### src/rtl/pwm_sample_feeder_pkg.sv
// Shared definitions for the PWM sample feeder: register map, bit positions
// and the mid-scale idle sample.
package pwm_sample_feeder_pkg;

    typedef enum logic [1:0] {
        REG_DATA   = 2'd0,
        REG_STATUS = 2'd1,
        REG_CTRL   = 2'd2,
        REG_ERR    = 2'd3
    } reg_adr_e;

    localparam int STATUS_EMPTY = 5;
    localparam int STATUS_FULL  = 6;
    localparam int STATUS_ERR   = 7;

    localparam int CTRL_EN      = 0;
    localparam int CTRL_FLUSH   = 1;
    localparam int CTRL_CLR_ERR = 2;

    localparam int ERR_UNDERRUN = 0;
    localparam int ERR_OVERFLOW = 1;

    localparam logic [7:0] IDLE_SAMPLE_DEF = 8'h80;

endpackage

### src/rtl/pwm_sample_feeder_sample_fifo.sv
// Synchronous DEPTH x 8 sample FIFO with flush; a push while full is accepted
// only when a pop happens in the same cycle.
module pwm_sample_feeder_sample_fifo #(
    parameter int DEPTH = 16
) (
    input  logic                     clk,
    input  logic                     reset,
    input  logic                     push,
    input  logic                     pop,
    input  logic                     flush,
    input  logic [7:0]               din,
    output logic [7:0]               dout,
    output logic [$clog2(DEPTH):0]   level,
    output logic                     full,
    output logic                     empty
);
    localparam int AW = $clog2(DEPTH);
    localparam int LW = AW + 1;

    logic [7:0]    mem_q [DEPTH];
    logic [AW-1:0] wr_ptr_q, wr_ptr_d;
    logic [AW-1:0] rd_ptr_q, rd_ptr_d;
    logic [LW-1:0] level_q, level_d;
    logic          do_push, do_pop;

    assign full    = (level_q == LW'(DEPTH));
    assign empty   = (level_q == '0);
    assign level   = level_q;
    assign dout    = mem_q[rd_ptr_q];
    assign do_pop  = pop & ~empty & ~flush;
    assign do_push = push & (~full | do_pop) & ~flush;

    always_comb begin
        wr_ptr_d = wr_ptr_q;
        rd_ptr_d = rd_ptr_q;
        level_d  = level_q;
        if (flush) begin
            wr_ptr_d = '0;
            rd_ptr_d = '0;
            level_d  = '0;
        end else begin
            if (do_push) wr_ptr_d = wr_ptr_q + AW'(1);
            if (do_pop)  rd_ptr_d = rd_ptr_q + AW'(1);
            case ({do_push, do_pop})
                2'b10:   level_d = level_q + LW'(1);
                2'b01:   level_d = level_q - LW'(1);
                default: level_d = level_q;
            endcase
        end
    end

    always_ff @(posedge clk or negedge reset) begin
        if (!reset) begin
            wr_ptr_q <= '0;
            rd_ptr_q <= '0;
            level_q  <= '0;
        end else begin
            wr_ptr_q <= wr_ptr_d;
            rd_ptr_q <= rd_ptr_d;
            level_q  <= level_d;
        end
    end

    // Sample storage carries no reset; only the pointers define validity.
    always_ff @(posedge clk) begin
        if (do_push) mem_q[wr_ptr_q] <= din;
    end

endmodule

### src/rtl/pwm_sample_feeder.sv
// Wishbone sample buffer feeding the 8-bit PWM DAC, one sample per FRAME cycles.
// Optional low-water interrupt output enabled by defining PWM_FEEDER_IRQ_EN.
module pwm_sample_feeder
    import pwm_sample_feeder_pkg::*;
#(
    parameter int         DEPTH       = 16,
    parameter int         FRAME       = 12001,
    parameter logic [7:0] IDLE_SAMPLE = IDLE_SAMPLE_DEF
) (
    input  logic       clk,
    input  logic       reset,
    input  logic       wb_cyc_i,
    input  logic       wb_stb_i,
    input  logic       wb_we_i,
    input  logic [1:0] wb_adr_i,
    input  logic [7:0] wb_dat_i,
    output logic [7:0] wb_dat_o,
    output logic       wb_ack_o,
    output logic [7:0] pwmin,
    output logic       cspwm,
    output logic       start_tx_in
`ifdef PWM_FEEDER_IRQ_EN
    ,
    output logic       irq
`endif
);
    localparam int LW = $clog2(DEPTH) + 1;
    localparam int CW = $clog2(FRAME);
    localparam logic [CW-1:0] LAST = CW'(FRAME - 1);

    logic          ack_q, ack_d;
    logic [7:0]    dat_o_q, dat_o_d;
    logic          we_q, we_d;
    logic [1:0]    adr_q, adr_d;
    logic [7:0]    wdat_q, wdat_d;
    logic          en_q, en_d;
    logic [1:0]    err_q, err_d;
    logic [CW-1:0] cnt_q, cnt_d;
    logic [7:0]    pwmin_q, pwmin_d;
    logic          start_q, start_d;
    logic [3:0]    thr_rd;

    logic          req, data_wr, ctrl_wr, flush, clr_err, tick;
    logic          push, pop, underrun, overflow;
    logic [7:0]    rdata, fifo_dout;
    logic [LW-1:0] fifo_level;
    logic          fifo_full, fifo_empty;

    // Register side effects act on the latched access during the ack cycle.
    assign req      = wb_cyc_i & wb_stb_i & ~ack_q;
    assign data_wr  = ack_q & we_q & (adr_q == REG_DATA);
    assign ctrl_wr  = ack_q & we_q & (adr_q == REG_CTRL);
    assign flush    = ctrl_wr & wdat_q[CTRL_FLUSH];
    assign clr_err  = ctrl_wr & wdat_q[CTRL_CLR_ERR];
    assign tick     = en_q & (cnt_q == LAST);
    assign pop      = tick & ~fifo_empty & ~flush;
    assign push     = data_wr & ~flush;
    assign underrun = tick & fifo_empty & ~flush;
    assign overflow = push & fifo_full & ~pop;

    pwm_sample_feeder_sample_fifo #(.DEPTH(DEPTH)) u_sample_fifo (
        .clk   (clk),
        .reset (reset),
        .push  (push),
        .pop   (pop),
        .flush (flush),
        .din   (wdat_q),
        .dout  (fifo_dout),
        .level (fifo_level),
        .full  (fifo_full),
        .empty (fifo_empty)
    );

`ifdef PWM_FEEDER_IRQ_EN
    logic [3:0] thr_q, thr_d;
    logic       irq_q, irq_d;

    assign thr_rd = thr_q;
    assign irq    = irq_q;

    always_comb begin
        thr_d = ctrl_wr ? wdat_q[7:4] : thr_q;
        irq_d = (en_q & (int'(fifo_level) <= int'(thr_q))) | (|err_q);
    end

    always_ff @(posedge clk or negedge reset) begin
        if (!reset) begin
            thr_q <= '0;
            irq_q <= 1'b0;
        end else begin
            thr_q <= thr_d;
            irq_q <= irq_d;
        end
    end
`else
    assign thr_rd = 4'h0;
`endif

    always_comb begin
        rdata = 8'h00;
        case (wb_adr_i)
            REG_STATUS: rdata = {|err_q, fifo_full, fifo_empty, 5'(fifo_level)};
            REG_CTRL:   rdata = {thr_rd, 3'b000, en_q};
            REG_ERR:    rdata = {6'b0, err_q};
            default:    rdata = 8'h00;
        endcase

        ack_d   = req;
        dat_o_d = req ? rdata : 8'h00;
        we_d    = req ? wb_we_i  : we_q;
        adr_d   = req ? wb_adr_i : adr_q;
        wdat_d  = req ? wb_dat_i : wdat_q;

        en_d = ctrl_wr ? wdat_q[CTRL_EN] : en_q;

        err_d = clr_err ? 2'b00 : err_q;
        if (underrun) err_d[ERR_UNDERRUN] = 1'b1;
        if (overflow) err_d[ERR_OVERFLOW] = 1'b1;

        if (!en_q || flush || tick) cnt_d = '0;
        else                        cnt_d = cnt_q + CW'(1);

        pwmin_d = pwmin_q;
        if (flush)    pwmin_d = IDLE_SAMPLE;
        else if (pop) pwmin_d = fifo_dout;

        start_d = en_q & (start_q | tick);
    end

    always_ff @(posedge clk or negedge reset) begin
        if (!reset) begin
            ack_q   <= 1'b0;
            dat_o_q <= 8'h00;
            we_q    <= 1'b0;
            adr_q   <= 2'b00;
            wdat_q  <= 8'h00;
            en_q    <= 1'b0;
            err_q   <= 2'b00;
            cnt_q   <= '0;
            pwmin_q <= IDLE_SAMPLE;
            start_q <= 1'b0;
        end else begin
            ack_q   <= ack_d;
            dat_o_q <= dat_o_d;
            we_q    <= we_d;
            adr_q   <= adr_d;
            wdat_q  <= wdat_d;
            en_q    <= en_d;
            err_q   <= err_d;
            cnt_q   <= cnt_d;
            pwmin_q <= pwmin_d;
            start_q <= start_d;
        end
    end

    assign wb_ack_o    = ack_q;
    assign wb_dat_o    = dat_o_q;
    assign pwmin       = pwmin_q;
    assign cspwm       = en_q;
    assign start_tx_in = start_q;

endmodule

### config.mk
export PLATFORM = sky130hd
export DESIGN_NAME = pwm_sample_feeder
export DESIGN_NICKNAME = d
export VERILOG_FILES = /design/src/rtl/pwm_sample_feeder_pkg.sv /design/src/rtl/pwm_sample_feeder_sample_fifo.sv /design/src/rtl/pwm_sample_feeder.sv
export SDC_FILE = /design/constraint.sdc
export NUM_CORES = 1
export LEC_CHECK = 0
export ABC_CLOCK_PERIOD_IN_PS = 3800
export CORE_MARGIN = 4
export CORE_UTILIZATION = 40
export DETAILED_ROUTE_END_ITERATION = 10
export GPL_TIMING_DRIVEN = 0
export HOLD_SLACK_MARGIN = 0.1
export PLACE_DENSITY = 0.6
export SLEW_MARGIN = 30
export SYNTH_ARGS = -nofsm -noshare
export SYNTH_HDL_FRONTEND = slang
export SYNTH_HIERARCHICAL = 1
export SYNTH_SLANG_ARGS = --single-unit
### constraint.sdc
create_clock -name clk -period 3.8 [get_ports clk]
set_clock_uncertainty 0.15 [all_clocks]
set_input_delay 0.76 -clock clk [delete_from_list [all_inputs] [get_ports clk]]
set_output_delay 0.76 -clock clk [all_outputs]
set_load 0.05 [all_outputs]
After elaboration in Yosys (flattened, before gate mapping)

Memory sizes are Yosys's and may differ from the RTL's.
Index checks and enable logic that the tools add are counted.

Register bits after elaboration: 59
Memory bits (writable): 128
Input port bits: 15
Output and inout port bits: 19
Logic and storage cells: 83
Memories: 1

Memories:

| memory              | words | width | rd ports | clocked after Yosys merged registers in | write ports | RTL line                            | source |
|---|---|---|---|---|---|---|---|
| u_sample_fifo.mem_q | 16    | 8     | 1        | 0                                       | 1           | pwm_sample_feeder_sample_fifo.sv:20 | `logic [7:0] mem_q [DEPTH];` |

Add/subtract/negate cells: 5
Equal/unequal tests: 8
Muxes and demuxes: 16
Bitwise operators: 27
Reduce and logical (&&, ||, !) cells: 12

Operators with widths:

| kind                  | number |
|---|---|
| $mux 8                | 3 |
| $pmux 8 s3            | 1 |
| $and 1x1->1           | 20 |
| $mux 4                | 4 |
| $add 14x1->14 const B | 1 |
| $eq 14x14->1 const B  | 1 |
| $mux 14               | 1 |
| $pmux 5 s2            | 1 |
| $reduce_bool 2->1     | 5 |
| $add 4x1->4 const B   | 2 |
| $eq 2x2->1 const B    | 4 |
| $add 5x1->5 const B   | 1 |
| $eq 5x5->1 const B    | 1 |
| $logic_not 5->1       | 1 |
| $mux 5                | 1 |
| $not 1->1             | 5 |
| $sub 5x1->5 const B   | 1 |
| $eq 2x1->1 const B    | 2 |
| $mux 1                | 4 |
| $reduce_bool 3->1     | 1 |
| $logic_not 2->1       | 1 |
| $logic_or 1x1->1      | 2 |
| $mux 2                | 1 |
| $or 1x1->1            | 2 |
| other kinds (2)       | 2 |

Depth between registers and ports, before layout

Gate-level depths: netlist of run 1.

Depth in word-level cells: 13
Mapped depth: 14
Mapped depth without buffers: 14

Cells and area by module

Netlist of run 1, hierarchy kept.

Modules (own cells, without submodules):

| module                        | times used | cells an instance | area each (um2) | sequential area each (um2) |
|---|---|---|---|---|
| pwm_sample_feeder_sample_fifo | 1          | 357               | 5869.4          | 4169.0 |
| pwm_sample_feeder             | 1          | 192               | 2020.7          | 1152.4 |

Worst setup path after synthesis of run 1

OpenSTA, ideal clock, no wires.

Kind: flip-flop to flip-flop
From: register ack_q (netlist: wb_ack_o)
To: register u_sample_fifo.level_q[4] (netlist: u_sample_fifo/level[4])
Library setup time: 0.078 ns
Arrival: 3.449 ns
Data required time: 3.572 ns
Path slack: 0.122 ns
Stages on the path, launching flop included: 14
Path buffers: 1
Clock period less this slack: 3.678 ns
Path through: dfrtp_1 > and3b_1 > clkbuf_1 > nand3_1 > inv_2 > nor3_1 > o21ai_0 > or3_1 > fa_1 > nand2b_1 > o2bb2ai_1 > mux2i_1 > or2_2 > a21oi_1

Cells in the longest elaborated chain, start to end: 13
Elaborated cells on any way between the ends: 17
Classes of those cells: 2 x eq/ne; 2 x mux; 12 x bitwise; 1 x reduce/logical

Ends and longest elaborated chain:

| element                                         | RTL line                            | source |
|---|---|---|
| from (decl)                                     | pwm_sample_feeder.sv:31             | `logic ack_q, ack_d;` |
| from (signal assigned)                          | pwm_sample_feeder.sv:143            | `ack_q <= ack_d;` |
| $and 1x1->1 * (2 in series)                     | pwm_sample_feeder.sv:52             | `assign ctrl_wr = ack_q & we_q & (adr_q == REG_CTRL);` |
| $and 1x1->1 *                                   | pwm_sample_feeder.sv:53             | `assign flush = ctrl_wr & wdat_q[CTRL_FLUSH];` |
| net flush                                       | pwm_sample_feeder.sv:43             | `logic req, data_wr, ctrl_wr, flush, clr_err, tick;` |
| $not 1->1 *                                     | pwm_sample_feeder.sv:56             | `assign pop = tick & ~fifo_empty & ~flush;` |
| $and 1x1->1 *                                   | pwm_sample_feeder.sv:56             |  |
| net pop                                         | pwm_sample_feeder.sv:44             | `logic push, pop, underrun, overflow;` |
| $and 1x1->1 * (2 in series)                     | pwm_sample_feeder_sample_fifo.sv:30 | `assign do_pop = pop & ~empty & ~flush;` |
| $or 1x1->1                                      | pwm_sample_feeder_sample_fifo.sv:31 | `assign do_push = push & (~full \| do_pop) & ~flush;` |
| $and 1x1->1 (2 in series)                       | pwm_sample_feeder_sample_fifo.sv:31 |  |
| $eq 2x1->1 / $eq 2x2->1 (equally long branches) | pwm_sample_feeder_sample_fifo.sv:44 | `case ({do_push, do_pop})` |
| $pmux 5 s2                                      | pwm_sample_feeder_sample_fifo.sv:44 |  |
| $mux 5                                          | pwm_sample_feeder_sample_fifo.sv:37 | `if (flush) begin` |
| to (signal assigned)                            | pwm_sample_feeder_sample_fifo.sv:60 | `level_q <= level_d;` |
| to (decl)                                       | pwm_sample_feeder_sample_fifo.sv:23 | `logic [LW-1:0] level_q, level_d;` |

The timed path passes the listed nets; every way through them passes the cells marked *.
A chain may end at the register's enable or synchronous reset.

Worst setup path after layout of run 1

From: register cnt_q[8]
To: register u_sample_fifo.level_q[4] (netlist: u_sample_fifo/level[4])

Cells in the longest elaborated chain, start to end: 12
Elaborated cells on any way between the ends: 14
Classes of those cells: 3 x eq/ne; 2 x mux; 8 x bitwise; 1 x reduce/logical

Ends and longest elaborated chain:

| element                                         | RTL line                            | source |
|---|---|---|
| from (decl)                                     | pwm_sample_feeder.sv:38             | `logic [CW-1:0] cnt_q, cnt_d;` |
| from (signal assigned)                          | pwm_sample_feeder.sv:150            | `cnt_q <= cnt_d;` |
| $eq 14x14->1 *                                  | pwm_sample_feeder.sv:55             | `assign tick = en_q & (cnt_q == LAST);` |
| $and 1x1->1 *                                   | pwm_sample_feeder.sv:55             |  |
| $and 1x1->1 * (2 in series)                     | pwm_sample_feeder.sv:56             |  |
| net pop                                         | pwm_sample_feeder.sv:44             |  |
| $and 1x1->1 * (2 in series)                     | pwm_sample_feeder_sample_fifo.sv:30 |  |
| $or 1x1->1                                      | pwm_sample_feeder_sample_fifo.sv:31 |  |
| $and 1x1->1 (2 in series)                       | pwm_sample_feeder_sample_fifo.sv:31 |  |
| $eq 2x1->1 / $eq 2x2->1 (equally long branches) | pwm_sample_feeder_sample_fifo.sv:44 |  |
| $pmux 5 s2                                      | pwm_sample_feeder_sample_fifo.sv:44 |  |
| $mux 5                                          | pwm_sample_feeder_sample_fifo.sv:37 |  |

Marked as above.

==> results of run 1 <==
==> cells by family after synthesis <==
family	synth area share
buffers and inverters	0.0178
multiplexers	0.109
adder cells (fa/ha/maj)	0.0184
flip-flops	0.674
AND/OR/NAND/NOR	0.104
AO/OA/AOI/OAI	0.0546
XOR/XNOR	0.0222
==> routing by layer <==
| layer | part of all wire | global-route usage |
|---|---|---|
| met1 | 0.45 | 0.218 |
| met2 | 0.48 | 0.250 |
| met3 | 0.043 | 0.0274 |
| met4 | 0.019 | 0.0614 |
| met5 | 0 | 0 |
==> worst register-to-register path: stages, from the launching register on <==
cell	delay, ps
dfrtp_1	460
nor4_2	430
nand2_1	230
nor3_4	290
o21ai_0	200
or3_1	400
fa_1	430
nand2b_1	160
o2bb2ai_1	200
mux2i_1	150
or2_2	280
a21oi_1	130
==> through the flow <==
step	TNS, ps	area, um2	setup WS [ps]	util	std cells
3_5_place_dp	-23570	8570	-434	0.440	848
3_3_place_gp	-16000	8550	-416	0.439	847
5_1_grt	0	9210	24.3	0.473	882
2_1_floorplan	0	7890	122	-	549
6_report	0	9210	224	0.473	882
4_1_cts	0	9190	12.2	0.472	881
==> layout make-up <==
type / count / share of cell area
clock inverter: 14 / 0.0186
buffer: 20 / 0.0103
inverter: 11 / 0.00448
sequential: 187 / 0.578
tap: 265 / 0.0360
timing repair buffer: 37 / 0.0405
multi-input combinational: 330 / 0.266
clock buffer: 18 / 0.0466
==> worst max-delay path by stage <==
stage	from	to	slack (ps)	cells after the start
floorplan	wb_ack_o$_DFF_PN0_	u_sample_fifo/level[4]$_DFFE_PN0P_	120	13
global placement	wdat_q[1]$_DFFE_PN0P_	u_sample_fifo/level[4]$_DFFE_PN0P_	-420	11
detailed placement	wdat_q[1]$_DFFE_PN0P_	u_sample_fifo/level[4]$_DFFE_PN0P_	-430	11
CTS	wdat_q[1]$_DFFE_PN0P_	u_sample_fifo/level[4]$_DFFE_PN0P_	10	11
global route	u_sample_fifo/level[0]$_DFFE_PN0P_	u_sample_fifo/level[4]$_DFFE_PN0P_	20	13
finish	cnt_q[8]$_DFF_PN0_	u_sample_fifo/level[4]$_DFFE_PN0P_	220	11
==> placed cells by master (no fill, tap or decap), types with 7 or more instances in the layout <==
cell type	n
clkdlybuf4s50_1	32
a221oi_1	8
mux2i_1	34
nor2_1	51
a21oi_1	16
nor2_2	10
xor2_1	15
nand3_1	9
a22oi_1	8
inv_6	7
clkbuf_1	12
edfxtp_1	128
ha_1	10
buf_2	7
mux4_2	16
mux2_2	9
clkbuf_16	17
o21ai_0	18
nand2_1	63
dfrtp_1	58
inv_1	10
and2_1	8
==> flip-flops by register name, indices dropped and copies added, names as in the netlist, 2 cells and up <==
signal	cells
u_sample_fifo/wr_ptr_q	4
u_sample_fifo/mem_q	128
err_q	2
wdat_q	8
pwmin	8
wb_dat_o	8
adr_q	2
cnt_q	14
u_sample_fifo/level	5
u_sample_fifo/rd_ptr_q	4
==> report_power, final <==
group	switching [uW]	internal, uW	total (uW)	leakage [uW]
Combinational	212	145	357	0.00117
Clock	799	998	1800	0.000293
Sequential	148	2290	2440	0.00196
Total	1160	3440	4590	0.00342
==> what timing repair did <==
action	4_1_cts	5_1_grt
gates resized for setup	2	1
hold buffers	1	0
hold endpoints to repair	27	0
pin swaps	0	1
setup endpoints to repair	132	42
setup buffers	0	2
cloned	0	0
==> results.toml, run 1 <==
[finish]
nets = 630
syn_to_final_growth_pct = 16.7
layout.area.seq_um2 = 5320
fillers = 1691
drive_above_1_share = 0.151
diodes = 0
multi_input_area_um2 = 2440

[route]
drt-pass1-iter-count = 5
routed_via_density = 5.21
totalWireLength_mm = 16.4
vias = 4595
drtAntennaViolNets = 0
drc = 0
routedWlPerCell_um = 18.6
drt_iter0_drc = 460

[setup_path]
cp-end-kind = "register"
worstPathCellList = "nor4_2 > nand2_1 > nor3_4 > o21ai_0 > or3_1 > fa_1 > nand2b_1 > o2bb2ai_1 > mux2i_1 > or2_2 > a21oi_1"
reg2reg_to = "u_sample_fifo/level[4]$_DFFE_PN0P_"
r2r_cells = 11
regToRegSetupSlack_ps = 220
crit_family = "simple AND/OR/NAND/NOR gates"
slowest_stage = "dfrtp_1"
worstPathMaxFanout = 6
r2r_start = "cnt_q[8]$_DFF_PN0_"
cp_slowest_stage_delay_ps = 460
critical_path_required_ps = 4000
worst_setup_path_start_kind = "register"
cp.arrival_ps = 3780
crit_buf_inv = 0
crit_type = "register to register"

[clock_tree]
cts_root_buffer = "clkbuf_16"
clockBufferDepth = 2
cts_tree = "done"
cts_sinks = 187
h-tree-depth = 4
worst_setup_hold_path_clk_slew_ps = 70
cts_buffers = 17
clock_latency_ps = 430

[timing]
slew_headroom = 0.442
setup_violations = 0
fin_hold_ws_ps = 318
fin_crit_sh = 0.941
period_minus_slack_ps = 3580
timing.fmax_mhz = 280
drv_slew = 0
finalHoldViolCount = 0
rsz0062_at_grt = "no"
worst_pin_slew_ps = 836

[synth]
syn-instance-count = 549
synth_cell_types = 52
synth_area_leaders = "edfxtp_1 (49%), dfrtp_1 (18%), mux4_2 (4.6%), mux2i_1 (4.3%), nand2_1 (3.0%)"
ys_seq_elements = 187
yosys-top-cells-count = "edfxtp_1 (128), nand2_1 (63), dfrtp_1 (58)"
synth_top_area_frac = 0.487
synth.most_common_cell = "edfxtp_1"
ys_warn_count = 6
synth_async_sr_flop_share = 0.316
ys_seq_area_frac = 0.674
synth_flop_cell = "edfxtp_1"
syn_avg_cell_area_um2 = 14.4
yosys.area.top_type = "edfxtp_1"
syn_nets = 575
syn_area_um2 = 7890
synth_edf_count = 128

[die]
fp.dieH_um = 148
die_w_um = 148
core_area_um2 = 19500
io_pins = 34
rows = 51
start_util = 0.405
die_area_um2 = 22000

[power_and_ir_drop]
ir_drop_uv = 304
power.total_uw = 4590
power_leakage_uw = 0.00342
power-per-cell-area_nw_per_um2 = 499

[worst_hold_path]
min_to = "we_q$_DFFE_PN0P_"
min_from = "we_q$_DFFE_PN0P_"
hold_class = "register to register"
hold_depth = 2

[global_route]
grt_antenna_before_repair = 0
grt_pass1_vias = 4618
track_usage = 0.157
grt_max_degree = 33
grt-ovfl-total = 0
grt_pass1_wl_mm = 25.9

[status]
status = "finished clean"

[placed_design]
post-dp-hpwl_mm = 11.3
io_buffers = 33
place.gp.congestion = 0.841

[job]
maxCapViolations = 0
(Power assumes the default switching activity.)
==> run 2, diff against run 1 <==
- ABC_AREA: default -> 1
- CTS_CLUSTER_SIZE: default -> 8
- PLACE_DENSITY: 0.6 -> 0.59
==> run 2 against run 1 <==
Count of clock-buffer cells in the layout is 1 lower. Combinational power is 15% higher. Largest cell class unchanged. Sequential power hardly changed. Clock power is 4% higher.
==> results.toml, run 2 <==
[synth]
synth_top_area_frac = 0.471
synth-adder-area-share = 0.0178
syn_nets = 805
yosys.area_share.simple = 0.210
synth.most_common_cell = "nand2_1"
ys_seq_elements = 187
synth_cell_types = 37
synth_top_family_by_area = "simple AND/OR/NAND/NOR gates"
yosys-top-cells-count = "nand2_1 (204), edfxtp_1 (128), nor2_1 (94)"
ys_seq_area_frac = 0.652
synth-compound-area-share = 0.0618
synth_area_leaders = "edfxtp_1 (47%), dfrtp_1 (18%), nand2_1 (9.4%), nor2_1 (4.3%), nand3_1 (3.7%)"
syn_avg_cell_area_um2 = 10.5
syn-instance-count = 779
yosys-mux-area-fraction = 0
syn_area_um2 = 8160
synth-xor-area-share = 0.00966
ys_warn_count = 6
synth_edf_count = 128
synth_async_sr_flop_share = 0.316
synth_flop_cell = "edfxtp_1"
yosys.area.top_type = "edfxtp_1"

[power_and_ir_drop]
power-per-cell-area_nw_per_um2 = 501
power_leakage_uw = 0.00381
ir_drop_uv = 279

[die]
io_pins = 34
die_area_um2 = 22700
core_area_um2 = 19800
die_w_um = 151
fp.dieH_um = 151
start_util = 0.412
rows = 51

[route]
drc = 0
drt_iter0_drc = 383
routedWlPerCell_um = 17.2
totalWireLength_mm = 19.1
vias = 5554
routed_via_density = 5.00
drtAntennaViolNets = 0
drt-pass1-iter-count = 5

[setup_path]
cp.arrival_ps = 3380
worstPathCellList = "inv_1 > ha_1 > nand2_1 > inv_1 > nand2_1 > nor2_2 > nand3_2 > nor2_1 > nand4_2 > nand2_1 > nand2_1 > nor2_1"
crit_type = "register to register"
crit_family = "simple AND/OR/NAND/NOR gates"
worstPathMaxFanout = 10
cp_common_cell = "nand2_1"
crit_buf_inv = 2
cp-end-kind = "register"
slowest_stage = "nor2_1"
critical_path_required_ps = 3710
worst_setup_path_start_kind = "register"
cp_slowest_stage_delay_ps = 710

[timing]
worst_pin_slew_ps = 874
finalHoldViolCount = 0
fin_crit_sh = 0.913
setup_violations = 0
period_minus_slack_ps = 3470
timing.fmax_mhz = 288
rsz0062_at_grt = "no"
fin_hold_ws_ps = 327
setup_ws_ps = 332
slew_headroom = 0.415
drv_slew = 0

[clock_tree]
clockBufferDepth = 2
cts_root_buffer = "clkbuf_16"
cts_tree = "done"
clock_latency_ps = 440
h-tree-depth = 4
cts_buffers = 17
postCtsSetupBuffers = 0
worst_setup_hold_path_clk_slew_ps = 70
cts_sinks = 187

[finish]
nets = 859
final_core_util = 0.479
final_cell_mix = "nand2_1 (204), edfxtp_1 (128), nor2_1 (93), nand3_1 (61), dfrtp_1 (58)"
final-instance-count-excl-fill = 1111
syn_to_final_growth_pct = 16.3
drive_above_1_share = 0.103
multi_input_area_um2 = 2440
diodes = 0
top_register = "u_sample_fifo/mem_q"
layout.area.seq_um2 = 5320
final_common_cell = "nand2_1"
largest_register_ffs = 128
fillers = 1888
largestRegisters = "u_sample_fifo/mem_q x128, cnt_q x14"
fin_area_um2 = 9480

[placed_design]
place.gp.congestion = 0.876
dp.cells = 1078
post-dp-hpwl_mm = 12.8
dpl_cell_area_um2 = 8840
io_buffers = 33
dp_slack_ps = 352

[global_route]
grt_pass1_vias = 5329
grt_antenna_before_repair = 0
grt_max_degree = 49
grt-ovfl-total = 0
track_usage = 0.177
grt_pass1_wl_mm = 29.9

[job]
maxCapViolations = 0

[worst_hold_path]
hold_class = "register to register"

[status]
status = "finished clean"
==> run 2: path summary, 6_finish.rpt <==
kind / depth (start not counted) / startpoint / to / slack [ps]
worst max register to register: 12 / cnt_q[0]$_DFF_PN0_ / u_sample_fifo/mem_q[0][5]$_DFFE_PP_ / 330
worst min-delay path: 2 / we_q$_DFFE_PN0P_ / we_q$_DFFE_PN0P_ / 330
worst min register to register: 2 / we_q$_DFFE_PN0P_ / we_q$_DFFE_PN0P_ / 330
min in group asynchronous: 2 / reset / cnt_q[9]$_DFF_PN0_ / 570
max in group asynchronous: 3 / reset / pwmin[7]$_DFFE_PN1P_ / 2400
worst max-delay path: 12 / cnt_q[0]$_DFF_PN0_ / u_sample_fifo/mem_q[0][5]$_DFFE_PP_ / 330
==> run 2: cell type report <==
type | count | share of cell area
inverter | 55 | 0.0220
multi-input combinational | 509 | 0.258
tap | 265 | 0.0350
buffer | 28 | 0.0195
timing repair buffer | 35 | 0.0385
sequential | 187 | 0.561
clock inverter | 15 | 0.0212
clock buffer | 17 | 0.0449
==> run 2: stage by stage <==
stage | TNS (ps) | total power [uW]
floorplan | 0 | 2720
global placement | -11160 | 2900
detailed placement | 0 | 2910
CTS | 0 | 4780
global route | 0 | 4930
finish | 0 | 4750
==> run 2: metal layers <==
| layer | track usage | wire [um] | share of wire |
|---|---|---|---|
| met4 | 0.0621 | 307 | 0.016 |
| met2 | 0.273 | 8870 | 0.46 |
| met3 | 0.0356 | 742 | 0.039 |
| met1 | 0.250 | 9200 | 0.48 |
| met5 | 0 | 0 | 0 |
==> run 2: cell families after synthesis <==
group | Yosys count
DFF | 187
and+or+nand+nor | 398
AOI/OAI and AO/OA | 91
buffers and inverters | 83
xor gates and xnor gates | 9
adders and majority gates | 11
==> run 2: worst min-delay path: stages, from the launching register on <==
cell     delay (ps)
dfrtp_1         350
nand2_1          50
nand2_1          40
==> run 2: power by group <==
part / switching (uW) / total (uW) / internal (uW) / leakage (uW)
logic: 267 / 410 / 143 / 0.00156
registers: 159 / 2460 / 2300 / 0.00195
clock network: 820 / 1880 / 1060 / 0.000297
==> run 2: what timing repair did <==
item                                    CTS  global route
gates resized for setup                   0             1
hold endpoints to repair                 11             0
hold buffers                              1             0
endpoints found under the setup margin    0             8
